`config.mk`:
```
export PLATFORM = sky130hd
export DESIGN_NAME = ervp_memory_fifo_ctrl_1r1w
export DESIGN_NICKNAME = d
export VERILOG_FILES = /design/src/rtl/ervp_memory_fifo_ctrl_1r1w.sv
export SDC_FILE = /design/constraint.sdc
export NUM_CORES = 1
export LEC_CHECK = 0
export BUFFER_PORTS_ARGS = -buffer_cell sky130_fd_sc_hd__buf_2
export CORE_ASPECT_RATIO = 1.75
export CORE_MARGIN = 2
export CORE_UTILIZATION = 40
export DETAILED_ROUTE_END_ITERATION = 8
export GPL_ROUTABILITY_DRIVEN = 1
export MAX_ROUTING_LAYER = met4
export PLACE_DENSITY = 0.68
export SYNTH_ARGS = -nofsm -noshare
export SYNTH_HDL_FRONTEND = slang
export SYNTH_SLANG_ARGS = --single-unit
```
`constraint.sdc`:
```
create_clock -name clk -period 4.35 [get_ports clk]
set_input_delay 0.435 -clock clk [delete_from_list [all_inputs] [get_ports clk]]
set_output_delay 0.435 -clock clk [all_outputs]
set_load 0.005 [all_outputs]
```
`src/rtl/ervp_memory_fifo_ctrl_1r1w.sv`:
```
// Valid/ready FIFO controller around an external 1R1W memory with a registered read port.
// Read prefetch plus a 2-entry skid buffer hide the 1-cycle read latency.
module ervp_memory_fifo_ctrl_1r1w #(
  parameter int DEPTH    = 16,
  parameter int WIDTH    = 32,
  parameter int BW_INDEX = 4,
  parameter int BW_COUNT = 6
) (
  input  logic                clk,
  input  logic                rst,
  input  logic                flush,
  input  logic                push_valid,
  output logic                push_ready,
  input  logic [WIDTH-1:0]    push_data,
  output logic                pop_valid,
  input  logic                pop_ready,
  output logic [WIDTH-1:0]    pop_data,
  output logic [BW_COUNT-1:0] count,
  output logic [BW_INDEX-1:0] mem_windex,
  output logic                mem_wenable,
  output logic [WIDTH-1:0]    mem_wdata,
  output logic [BW_INDEX-1:0] mem_rindex,
  output logic                mem_renable,
  input  logic [WIDTH-1:0]    mem_rdata_synch
);

  localparam logic [BW_INDEX:0] MEM_FULL = (BW_INDEX+1)'(DEPTH);

  logic [BW_INDEX-1:0] wptr_reg, rptr_reg;
  logic [BW_INDEX:0]   mem_cnt_reg;
  logic                inflight_reg;
  logic [1:0]          skid_cnt_reg;
  logic [WIDTH-1:0]    skid0_reg, skid1_reg;

  logic       push_fire, pop_fire;
  logic [1:0] skid_after_pop;
  logic [2:0] occ_after_pop;

  assign push_ready = !rst && !flush && (mem_cnt_reg < MEM_FULL);
  assign push_fire  = push_valid && push_ready;
  assign pop_valid  = (skid_cnt_reg != 2'd0);
  assign pop_fire   = pop_valid && pop_ready;
  assign pop_data   = skid0_reg;

  // Skid occupancy after this cycle's pop, including the read already in flight.
  assign skid_after_pop = skid_cnt_reg - {1'b0, pop_fire};
  assign occ_after_pop  = {1'b0, skid_after_pop} + {2'b00, inflight_reg};
  assign mem_renable    = (mem_cnt_reg != '0) && (occ_after_pop < 3'd2) && !flush && !rst;

  assign mem_windex  = wptr_reg;
  assign mem_wenable = push_fire;
  assign mem_wdata   = push_data;
  assign mem_rindex  = rptr_reg;

  assign count = BW_COUNT'(mem_cnt_reg) + BW_COUNT'(inflight_reg) + BW_COUNT'(skid_cnt_reg);

  always_ff @(posedge clk) begin
    if (rst || flush) begin
      wptr_reg     <= '0;
      rptr_reg     <= '0;
      mem_cnt_reg  <= '0;
      inflight_reg <= 1'b0;
      skid_cnt_reg <= 2'd0;
    end else begin
      if (push_fire)   wptr_reg <= wptr_reg + BW_INDEX'(1);
      if (mem_renable) rptr_reg <= rptr_reg + BW_INDEX'(1);
      mem_cnt_reg  <= mem_cnt_reg + (BW_INDEX+1)'(push_fire) - (BW_INDEX+1)'(mem_renable);
      inflight_reg <= mem_renable;
      skid_cnt_reg <= skid_after_pop + {1'b0, inflight_reg};
    end
  end

  // Returning data lands in the first slot left free after a same-cycle shift.
  always_ff @(posedge clk) begin
    if (rst || flush) begin
      skid0_reg <= '0;
      skid1_reg <= '0;
    end else begin
      if (inflight_reg && skid_after_pop == 2'd0) skid0_reg <= mem_rdata_synch;
      else if (pop_fire)                          skid0_reg <= skid1_reg;
      if (inflight_reg && skid_after_pop == 2'd1) skid1_reg <= mem_rdata_synch;
    end
  end

  a_skid_bound: assert property (@(posedge clk) disable iff (rst)
    ({1'b0, skid_cnt_reg} + {2'b00, inflight_reg}) <= 3'd2);
  a_no_return_when_full: assert property (@(posedge clk) disable iff (rst)
    !(inflight_reg && skid_cnt_reg == 2'd2));

endmodule

```
==> results.json <==
{
  "critPathTopFamily": "adder cells",
  "wl_um": 9822,
  "path_max_fanout": 9,
  "grt_max_degree": 74,
  "tritoncts": "built",
  "critical-path-max-stage-delay_ns": 0.41,
  "cp.arrival_ns": 3.45,
  "worst_slack_ns": 1.122,
  "finalNetCount": 592,
  "gr-usage-met1_pct": 21.31,
  "ys_ff_latch": 80,
  "slew_viol_final": 0,
  "setup_viol": 0,
  "synthCells": 471,
  "ys_top_cells_by_area": "dfxtp_1 (42%), a311oi_1 (7.3%), nand2_1 (6.8%)",
  "synth_area_per_cell_um2": 8.161,
  "clockBufferDepth": 2,
  "ir_drop_mv": 0.2079,
  "worstSetupEndpointType": "register",
  "place.port_buffers": 86,
  "r2r_slack_ns": 1.12,
  "setup_tns_ns": 0,
  "p_leak_uw": 0.001733,
  "vias": 3463,
  "synthesis.area_um2": 3844,
  "cts.reportedPaths.clkPinSlew_ns": 0.06,
  "holdCritPathClass": "primary input to register",
  "die_width_um": 78.10,
  "viasPerCell": 5.479,
  "final_layout_size_suffix_gt1_share_pct": 22.55,
  "r2r-start": "skid_cnt_reg[1]$_SDFF_PP0_",
  "finalHoldViolCount": 0,
  "first_pass_iters": 4,
  "grt_pass1_wl_um": 15870,
  "antenna_found_initial": 0,
  "root_buffer": "clkbuf_16",
  "die_height_um": 133.7,
  "area_delta_synth_final_pct": 15.46,
  "synth_edf_count": 0,
  "min_period_ns": 3.228,
  "yosysUniqueCellTypes": 34,
  "status": "finished, final reports clean",
  "dp_slack_ns": 1.104,
  "fmax_mhz": 309.8,
  "synth_top_area_cell": "dfxtp_1",
  "cts_buffers": 9,
  "criticalPathCategory": "register to register",
  "cts_hold_buf": 0,
  "busiest_layer": "met2",
  "crit_required_ns": 4.57,
  "start_util_pct": 40.85,
  "hold_start": "mem_rdata_synch[13]",
  "synth-seq-area-share_pct": 41.67,
  "drt_iter0_drc": 246,
  "die_area_um2": 10440,
  "drc": 0,
  "gr-usage-met2_pct": 32.85,
  "cts_setup_buffers": 0,
  "fin_cells": 632,
  "timing.slew.headroom_pct": 21.20,
  "ys_top_cells_by_count": "dfxtp_1 (80), nand2_1 (70), a21oi_1 (39)",
  "gp_congestion": 0.7679,
  "grt_pass1_vias": 3444,
  "grt_usage_pct": 19.40,
  "ys_warn_count": 0,
  "min_period_over_period_pct": 74.21,
  "worstSetupStartpointType": "register",
  "cpMaxStageDelayCell": "dfxtp_1",
  "drv_cap": 0,
  "synth_flop_cell": "dfxtp_1",
  "core_um2": 9409,
  "async_reset_ff_share_pct": 0,
  "cts.sinks": 80,
  "h-tree-depth": 3,
  "io_pins": 151,
  "placedCellCount": 617,
  "syn_nets": 557,
  "hpwl_um": 6467,
  "num_rows": 47,
  "antennaDiodeCount": 0,
  "worstSetupStartpoint": "skid_cnt_reg[1]$_SDFF_PP0_",
  "power.density_nw_per_um2": 410.7,
  "avgRoutedWirePerCell_um": 15.54,
  "tightest_slew_ns": 1.179,
  "ant_nets": 0,
  "nFillCells": 935,
  "grt_overflow": 0,
  "yosysMostFrequentCell": "dfxtp_1",
  "cp_cell_sequence": "o21ai_2 -> inv_1 -> ha_1 -> inv_1 -> ha_1 -> inv_1 -> ha_1 -> inv_1 -> nor3_1 -> ha_1 -> inv_1 -> ha_1 -> fa_1 -> a21oi_1 -> o21bai_1 -> mux2i_1",
  "fin_worst_skew_ns": 0.006706,
  "rsz0062_at_grt": "no",
  "cp_num_buf_inv": 5,
  "synth_top_area_share_pct": 41.67,
  "postCtsResizedCells": 0,
  "power_uw": 1823,
  "use_met3_pct": 3.659,
  "worstSkewPairLatency_ns": 0.33
}
==> report_power, final <==
| part | internal (uW) | switching (uW) |
|---|---|---|
| combinational | 88.7 | 142 |
| clock | 530 | 285 |
| sequential | 756 | 20.5 |
| total | 1370 | 448 |
==> placed cells by master, fill, tap and decap left out, types with 7 or more instances in the layout <==
master and n:
a21oi_1 39, a311oi_1 32, buf_2 86, buf_4 7, clkbuf_16 9, dfxtp_1 80
ha_1 14, inv_1 18, nand2_1 70, nand3_1 36, nor3_1 34, o21ai_0 37
==> through the flow <==
stage | instance area [um2] | utilization [%] | hold WS, ns
2_1_floorplan | 3844 | - | 0.4541
3_3_place_gp | 4116 | 43.75 | 0.4609
3_5_place_dp | 4116 | 43.75 | 0.4663
4_1_cts | 4438 | 47.17 | 0.3595
5_1_grt | 4438 | 47.17 | 0.3703
6_report | 4438 | 47.17 | 0.3630
==> routing by layer <==
| metal | vias up | wire length [um] |
|---|---|---|
| li1 | 1693 | - |
| met1 | 1658 | 3956 |
| met2 | 92 | 5131 |
| met3 | 20 | 438 |
| met4 | 0 | 296 |
| met5 | - | 0 |
==> final timing paths <==
| check | endpoint | cells after the start |
|---|---|---|
| max | mem_cnt_reg[4]$_SDFF_PP0_ | 16 |
| min | skid1_reg[13]$_SDFFE_PP0P_ | 3 |
| max reg2reg | mem_cnt_reg[4]$_SDFF_PP0_ | 16 |
| min reg2reg | skid1_reg[1]$_SDFFE_PP0P_ | 2 |
==> worst min-delay path, stage by stage <==
cell and delay (ns):
buf_2 0.10, nand3_1 0.06, a21oi_1 0.05
==> cells by family (layout without fill, tap and decap cells) <==
family | Yosys count | after routing | synth area share, %
simple gates | 164 | 164 | 20.02
compound gates | 114 | 114 | 18.36
buf+inv | 88 | 127 | 11.95
flops | 80 | 80 | 41.67
fa+ha+maj | 17 | 17 | 6.120
xor+xnor | 6 | 6 | 1.367
mux | 2 | 2 | 0.5209
==> cell type report <==
type | instances | area, um2 | area share, %
timing repair buffer | 93 | 483.0 | 10.88
inverter | 19 | 71.32 | 1.607
clock inverter | 3 | 65.06 | 1.466
multi-input combinational | 303 | 1808 | 40.74
clock buffer | 12 | 256.5 | 5.780
tap | 122 | 152.6 | 3.440
sequential | 80 | 1602 | 36.09
Power figures use the tool's default switching activity.
